### src/rtl/wb_regfile_if.sv
// Operand bus between EX, ID and the combined post-EX pipeline / register file.
// The master side is the core driving results and read requests; the slave side is wb_regfile.
interface wb_regfile_if #(
  parameter int DATA_W = 32
);
  logic              stall_i;
  logic              flush_i;
  logic [4:0]        ex_wd_i;
  logic              ex_wreg_i;
  logic [DATA_W-1:0] ex_wdata_i;
  logic              re1_i;
  logic [4:0]        raddr1_i;
  logic [DATA_W-1:0] rdata1_o;
  logic              re2_i;
  logic [4:0]        raddr2_i;
  logic [DATA_W-1:0] rdata2_o;
  logic [4:0]        wb_wd_o;
  logic              wb_wreg_o;
  logic [DATA_W-1:0] wb_wdata_o;

  modport master (
    output stall_i, flush_i, ex_wd_i, ex_wreg_i, ex_wdata_i,
    output re1_i, raddr1_i, re2_i, raddr2_i,
    input  rdata1_o, rdata2_o, wb_wd_o, wb_wreg_o, wb_wdata_o
  );

  modport slave (
    input  stall_i, flush_i, ex_wd_i, ex_wreg_i, ex_wdata_i,
    input  re1_i, raddr1_i, re2_i, raddr2_i,
    output rdata1_o, rdata2_o, wb_wd_o, wb_wreg_o, wb_wdata_o
  );
endinterface

### src/rtl/wb_regfile.sv
// Post-EX result pipeline (PIPE_DEPTH stages) feeding a 32 x DATA_W register file,
// with two combinational read ports that forward from EX and every in-flight stage.
module wb_regfile #(
  parameter int PIPE_DEPTH = 2,
  parameter int DATA_W     = 32
) (
  input  logic         clk,
  input  logic         rst,
  wb_regfile_if.slave  bus
);

  logic [4:0]        w_stg_wd    [PIPE_DEPTH];
  logic              w_stg_wreg  [PIPE_DEPTH];
  logic [DATA_W-1:0] w_stg_wdata [PIPE_DEPTH];
  logic [DATA_W-1:0] w_regs      [32];
  logic              w_commit;
  logic              w_re        [2];
  logic [4:0]        w_raddr     [2];

  // Commit is gated by stall only; a flush still lets the oldest entry retire.
  assign w_commit = ~bus.stall_i & w_stg_wreg[PIPE_DEPTH-1] &
                    (w_stg_wd[PIPE_DEPTH-1] != 5'd0);

  assign bus.wb_wd_o    = w_stg_wd[PIPE_DEPTH-1];
  assign bus.wb_wreg_o  = w_stg_wreg[PIPE_DEPTH-1];
  assign bus.wb_wdata_o = w_stg_wdata[PIPE_DEPTH-1];

  genvar gk;
  generate
    for (gk = 0; gk < PIPE_DEPTH; gk++) begin : g_stage
      logic [4:0]        r_wd;
      logic              r_wreg;
      logic [DATA_W-1:0] r_wdata;
      logic [4:0]        w_nxt_wd;
      logic              w_nxt_wreg;
      logic [DATA_W-1:0] w_nxt_wdata;

      if (gk == 0) begin : g_head
        assign w_nxt_wd    = bus.ex_wd_i;
        assign w_nxt_wreg  = bus.ex_wreg_i;
        assign w_nxt_wdata = bus.ex_wdata_i;
      end else begin : g_tail
        assign w_nxt_wd    = g_stage[gk-1].r_wd;
        assign w_nxt_wreg  = g_stage[gk-1].r_wreg;
        assign w_nxt_wdata = g_stage[gk-1].r_wdata;
      end

      // Stage register: reset and flush clear it, stall holds it, otherwise it advances.
      always_ff @(posedge clk) begin
        if (rst) begin
          r_wd    <= 5'd0;
          r_wreg  <= 1'b0;
          r_wdata <= {DATA_W{1'b0}};
        end else if (bus.flush_i) begin
          r_wd    <= 5'd0;
          r_wreg  <= 1'b0;
          r_wdata <= {DATA_W{1'b0}};
        end else if (!bus.stall_i) begin
          r_wd    <= w_nxt_wd;
          r_wreg  <= w_nxt_wreg;
          r_wdata <= w_nxt_wdata;
        end
      end

      assign w_stg_wd[gk]    = r_wd;
      assign w_stg_wreg[gk]  = r_wreg;
      assign w_stg_wdata[gk] = r_wdata;
    end
  endgenerate

  genvar gr;
  generate
    for (gr = 0; gr < 32; gr++) begin : g_reg
      if (gr == 0) begin : g_zero
        assign w_regs[gr] = {DATA_W{1'b0}};
      end else begin : g_live
        logic [DATA_W-1:0] r_reg;

        // Architectural register, written only by the commit stage.
        always_ff @(posedge clk) begin
          if (rst) begin
            r_reg <= {DATA_W{1'b0}};
          end else if (w_commit && (w_stg_wd[PIPE_DEPTH-1] == 5'(gr))) begin
            r_reg <= w_stg_wdata[PIPE_DEPTH-1];
          end
        end

        assign w_regs[gr] = r_reg;
      end
    end
  endgenerate

  assign w_re[0]    = bus.re1_i;
  assign w_raddr[0] = bus.raddr1_i;
  assign w_re[1]    = bus.re2_i;
  assign w_raddr[1] = bus.raddr2_i;

  genvar gp;
  generate
    for (gp = 0; gp < 2; gp++) begin : g_port
      logic [DATA_W-1:0] w_out;

      // Priority chain built from the oldest stage towards S0 so the newest match wins.
      for (gk = 0; gk < PIPE_DEPTH; gk++) begin : g_fwd
        logic [DATA_W-1:0] w_older;
        logic [DATA_W-1:0] w_val;

        if (gk == PIPE_DEPTH - 1) begin : g_last
          assign w_older = w_regs[w_raddr[gp]];
        end else begin : g_mid
          assign w_older = g_fwd[gk+1].w_val;
        end

        assign w_val = (w_stg_wreg[gk] && (w_stg_wd[gk] == w_raddr[gp])) ?
                       w_stg_wdata[gk] : w_older;
      end

      // Final read mux: disabled port and r0 read zero, then EX bypass, then stages/file.
      always_comb begin
        w_out = {DATA_W{1'b0}};
        if (!w_re[gp] || (w_raddr[gp] == 5'd0)) begin
          w_out = {DATA_W{1'b0}};
        end else if (bus.ex_wreg_i && (bus.ex_wd_i == w_raddr[gp])) begin
          w_out = bus.ex_wdata_i;
        end else begin
          w_out = g_fwd[0].w_val;
        end
      end
    end
  endgenerate

  assign bus.rdata1_o = g_port[0].w_out;
  assign bus.rdata2_o = g_port[1].w_out;

endmodule

### src/flat_wrapper.sv
// flat-port wrapper written by rule: the top's interface ports become plain ports
module wb_regfile_flat 
#(
  parameter int PIPE_DEPTH = 2,
  parameter int DATA_W     = 32
)
  (clk, rst, bus_stall_i, bus_flush_i, bus_ex_wd_i, bus_ex_wreg_i, bus_ex_wdata_i, bus_re1_i, bus_raddr1_i, bus_re2_i, bus_raddr2_i, bus_rdata1_o, bus_rdata2_o, bus_wb_wd_o, bus_wb_wreg_o, bus_wb_wdata_o);
  wb_regfile_if #(.DATA_W(DATA_W)) bus_i ();
  input  logic clk;
  input  logic rst;
  input wire logic [$bits(bus_i.stall_i)-1:0] bus_stall_i;
  input wire logic [$bits(bus_i.flush_i)-1:0] bus_flush_i;
  input wire logic [$bits(bus_i.ex_wd_i)-1:0] bus_ex_wd_i;
  input wire logic [$bits(bus_i.ex_wreg_i)-1:0] bus_ex_wreg_i;
  input wire logic [$bits(bus_i.ex_wdata_i)-1:0] bus_ex_wdata_i;
  input wire logic [$bits(bus_i.re1_i)-1:0] bus_re1_i;
  input wire logic [$bits(bus_i.raddr1_i)-1:0] bus_raddr1_i;
  input wire logic [$bits(bus_i.re2_i)-1:0] bus_re2_i;
  input wire logic [$bits(bus_i.raddr2_i)-1:0] bus_raddr2_i;
  output wire logic [$bits(bus_i.rdata1_o)-1:0] bus_rdata1_o;
  output wire logic [$bits(bus_i.rdata2_o)-1:0] bus_rdata2_o;
  output wire logic [$bits(bus_i.wb_wd_o)-1:0] bus_wb_wd_o;
  output wire logic [$bits(bus_i.wb_wreg_o)-1:0] bus_wb_wreg_o;
  output wire logic [$bits(bus_i.wb_wdata_o)-1:0] bus_wb_wdata_o;
  assign bus_i.stall_i = bus_stall_i;
  assign bus_i.flush_i = bus_flush_i;
  assign bus_i.ex_wd_i = bus_ex_wd_i;
  assign bus_i.ex_wreg_i = bus_ex_wreg_i;
  assign bus_i.ex_wdata_i = bus_ex_wdata_i;
  assign bus_i.re1_i = bus_re1_i;
  assign bus_i.raddr1_i = bus_raddr1_i;
  assign bus_i.re2_i = bus_re2_i;
  assign bus_i.raddr2_i = bus_raddr2_i;
  assign bus_rdata1_o = bus_i.rdata1_o;
  assign bus_rdata2_o = bus_i.rdata2_o;
  assign bus_wb_wd_o = bus_i.wb_wd_o;
  assign bus_wb_wreg_o = bus_i.wb_wreg_o;
  assign bus_wb_wdata_o = bus_i.wb_wdata_o;
  wb_regfile #(.PIPE_DEPTH(PIPE_DEPTH), .DATA_W(DATA_W)) u_core (.clk(clk), .rst(rst), .bus(bus_i));
endmodule
### config.mk
export PLATFORM = sky130hd
export DESIGN_NAME = wb_regfile_flat
export DESIGN_NICKNAME = d
export VERILOG_FILES = /design/src/rtl/wb_regfile_if.sv /design/src/rtl/wb_regfile.sv /design/src/flat_wrapper.sv
export SDC_FILE = /design/constraint.sdc
export NUM_CORES = 2
export LEC_CHECK = 0
export BUFFER_PORTS_ARGS = -buffer_cell sky130_fd_sc_hd__buf_2
export CELL_PAD_IN_SITES_DETAIL_PLACEMENT = 0
export CELL_PAD_IN_SITES_GLOBAL_PLACEMENT = 1
export CORE_UTILIZATION = 25
export CTS_BUF_LIST = sky130_fd_sc_hd__clkbuf_8
export DETAILED_ROUTE_END_ITERATION = 16
export PLACE_DENSITY_LB_ADDON = 0.08
export SLEW_MARGIN = 20
export SYNTH_ARGS = -nofsm -noshare
export SYNTH_HDL_FRONTEND = slang
export SYNTH_SLANG_ARGS = --single-unit
### constraint.sdc
create_clock -name clk -period 2.4 [get_ports clk]
set_clock_uncertainty 0.15 [all_clocks]
set_input_delay 0.12 -clock clk [delete_from_list [all_inputs] [get_ports clk]]
set_output_delay 0.12 -clock clk [all_outputs]
set_load 0.02 [all_outputs]
==> metrics.log <==
INFO  metric outcome = finished, violations left
INFO  metric violations = negative setup slack
INFO  metric max-slew-margin-rel = between 50 and 60%
INFO  metric clock_tree.buffer_depth = 3
INFO  metric place.detailed.hpwl = approximately 220 mm
INFO  metric die-height = ~470 um
INFO  metric hold_class = in2reg
INFO  metric area_delta_synth_final = 37.2%
INFO  metric crit_arrival = between 3 and 4 ns
INFO  metric critical_path.endpoint_type = primary output
INFO  metric global_route_wire_length_before_repair = between 400 and 500 mm
INFO  metric fp.dieArea = approximately 0.22 sq mm
INFO  metric preCtsSetupSlack = -1.08 ns
INFO  metric routabilityCongestion = ~0.87
INFO  metric ys_async_sr_fraction = 0%
INFO  metric grt_setup_unrepaired = yes
INFO  metric seq_area_frac_synth = roughly two fifths
INFO  metric post_synth_net_total = roughly 6,300
INFO  metric cts-root-buf = clkbuf_8
INFO  metric path_class = reg2out
INFO  metric start_util = between 20% and 30%
INFO  metric worst-path-max-fanout = 6
INFO  metric max_ffs_per_register = about 990
INFO  metric synth_cells = between 6,000 and 7,000
INFO  metric critPathRequiredTime = roughly 2.1 ns
INFO  metric finalCriticalPeriod = 3.58 ns
INFO  metric crit_end = bus_rdata1_o[7]
INFO  metric cts.sink_count = about 1,100
INFO  metric cts-buffers-inserted = between 200 and 250
INFO  metric yosysWarningCount = 0
INFO  metric cell_type_contributing_the_most_total_cell_area_after_synthesis = dfxtp_1
INFO  metric post_synth_num_cell_types = 61
INFO  metric timing_worst_slew_pin_value = around 0.75 ns
INFO  metric first_global_vias = roughly 53,000
INFO  metric timing.critical_path.from = u_core.bus.wb_wd_o[0]
INFO  metric antenna_found_initial = 21
INFO  metric layout_commonest_cell = nand2_1
INFO  metric h-tree-depth = 4
INFO  metric nets = roughly 7,000
INFO  metric timing.rr.start = u_core.bus.wb_wd_o[2]
INFO  metric r2r_setup_slack = around 0.090 ns
INFO  metric cts_tree = done
INFO  metric synth_top_cells_by_area = dfxtp_1 39%, mux4_2 19%, nand2_1 14%, a21oi_1 9.6%, clkbuf_1 3.5%
INFO  metric r2r_cell_count = 9
INFO  metric avgRoutedWirePerCell = roughly 33 um
INFO  metric drive_above_1_share = a little under a third
INFO  metric netlist_area = 0.0552 sq mm
INFO  metric via_count = ~54,000
INFO  metric finalInstanceArea = 0.0757 sq mm
INFO  metric grt_max_degree = approximately 120
INFO  metric timing.max_cap.violations = 0
INFO  metric setup_slack = -1.18 ns
INFO  metric vias_per_instance = around 5.4
INFO  metric synth_enable_flop_cells = 0
INFO  metric grt_overflow = 0
INFO  metric number_of_register_bits_inferred_by_synthesis = 1,068
INFO  metric antenna_left = 0
INFO  metric worst_skew_pair.late_latency = 0.99 ns
INFO  metric syn_area_per_cell = 8.79 sq um
INFO  metric groute.usage.overall = 29.3%
INFO  metric total_drc_errors_in_the_routed_layout = 0
INFO  metric number_of_rows_created_at_floorplan = 172
INFO  metric first_iter_violations = ~4,900
INFO  metric reg2reg_to = u_core.g_reg[23].g_live.r_reg[18]
INFO  metric final.period_utilization = 149%
INFO  metric count_of_port_buffers_added_during_placement = 155
INFO  metric vdd_ir_drop_max = 519 uV
INFO  metric clock.fmax = 280 MHz
INFO  metric die_w = approximately 470 um
INFO  metric start_kind = flop
INFO  metric final_cell_mix = 2,030 x nand2_1, 1,037 x dfxtp_1, 1,016 x a21oi_1
INFO  metric timing.final.setup_violations = 64
INFO  metric placed_area = around 0.066 sq mm
INFO  metric clk_pin_slew_worst_paths = 0.06 ns
INFO  metric drt_pre_antenna_iters = 7
INFO  metric power-per-cell-area = around 540 mW/mm^2
INFO  metric io-pin-count = 156
INFO  metric route.final.wire_length = roughly 330 mm
INFO  metric netlist.area_leader.share = between 30% and 40%
INFO  metric dominantRegCellSynth = dfxtp_1
INFO  metric core_region_area = around 0.22 sq mm
INFO  metric timing_max_transition_violations_final = 0
INFO  metric fill_cells = between 20,000 and 25,000
INFO  metric finalHoldViolCount = 0
INFO  metric leakage_power_summed_over_all_cells = roughly 26 nW
## repair_timing
item | 4_1_cts | 5_1_grt
hold buffers | 148 | 0
pin swaps | 129 | 79
hold endpoints to repair | 1068 | 0
setup buffers | 55 | 28
gates resized for setup | 501 | 116
setup endpoints to repair | 148 | 249
gates cloned | 3 | 1
## routing by layer
| layer | track usage, % | part of all wire [%] | vias up |
|---|---|---|---|
| li1 | - | - | 23700 |
| met1 | 38.1 | 43 | 27700 |
| met2 | 48.2 | 47 | 1943 |
| met3 | 4.12 | 5.4 | 507 |
| met4 | 12.3 | 4.8 | 2 |
| met5 | 0 | 0.0039 | - |
## area by class of cell
class	count	area, sq um	area share [%]
Multi-Input combinational cell	4532	33700	44.5
Sequential cell	1068	21400	28.3
Timing Repair Buffer	1198	12700	16.8
Clock buffer	278	3830	5.05
Tap cell	2871	3590	4.74
Clock inverter	95	487	0.643
Antenna cell	6	15.0	0.0198
Inverter	2	7.51	0.00992
## worst max-delay path, stage by stage (launching register included)
cell and delay [ns]:
dfxtp_4 0.40, xor2_4 0.21, nor4_4 0.31, and3_4 0.33, buf_16 0.18, a211oi_4 0.06, a31oi_4 0.41, buf_6 0.17
a21oi_4 0.07, buf_6 0.15
## worst min path at each step
stage,from,to,depth (start not counted)
finish,bus_stall_i,u_core.bus.wb_wd_o[1],5
detailed placement,bus_ex_wdata_i[11],u_core.g_stage[0].r_wdata[11],3
global placement,bus_ex_wdata_i[11],u_core.g_stage[0].r_wdata[11],3
floorplan,bus_ex_wd_i[0],u_core.g_stage[0].r_wd[0],2
CTS,bus_stall_i,u_core.bus.wb_wdata_o[13],5
global route,bus_stall_i,u_core.bus.wb_wdata_o[0],5
## kinds of logic (layout without fill, tap and decap cells)
family	after synthesis	count (layout)	synth area share [%]
AND/OR/NAND/NOR	2339	2339	16.5
XOR/XNOR	30	30	0.476
AO/OA/AOI/OAI	1395	1395	14.2
other	0	6	0
flip-flops	1068	1068	38.7
multiplexers	768	768	24.9
buffers and inverters	676	1573	5.19
## cell usage after synthesis (7+ instances only)
cell type / number
o221ai_1: 38
nand2_1: 2074
nor4_1: 16
clkbuf_1: 511
a22o_1: 24
and2_1: 8
or3_1: 9
o22ai_1: 28
nand3_1: 29
nor2b_1: 20
mux2_1: 23
mux4_2: 470
a221oi_1: 83
buf_4: 30
o21ai_0: 46
buf_6: 14
nor2_1: 129
a31oi_1: 16
mux2i_1: 174
buf_2: 86
xor2_1: 20
mux2_2: 101
a211oi_1: 11
a221o_1: 9
nand2b_1: 7
o21ai_1: 9
xnor2_1: 10
a21oi_1: 1062
buf_1: 33
a22oi_1: 18
dfxtp_1: 1068
nor3_1: 19
o211ai_1: 23
a211o_1: 7
## stage by stage
step / TNS (ns) / utilization [%] / total power (W) / hold WS (ns) / instances
CTS: -70.48 / 34.1 / 0.0416 / 0.200 / 10000
finish: -63.24 / 34.5 / 0.0412 / 0.291 / 10100
global route: -71.70 / 34.5 / 0.0425 / 0.237 / 10000
global placement: -35.25 / 30.2 / 0.0216 / 0.244 / 9457
floorplan: 0 / - / 0.0198 / 0.114 / 6276
detailed placement: -34.46 / 30.2 / 0.0216 / 0.252 / 9457
## where the power goes
group	leakage (nW)	switching [W]	internal (W)	total, W
registers	8.62	0.0000564	0.0178	0.0178
logic	15.2	0.00231	0.00156	0.00387
clock network	2.50	0.00911	0.0104	0.0195
(Power assumes the default switching activity.)
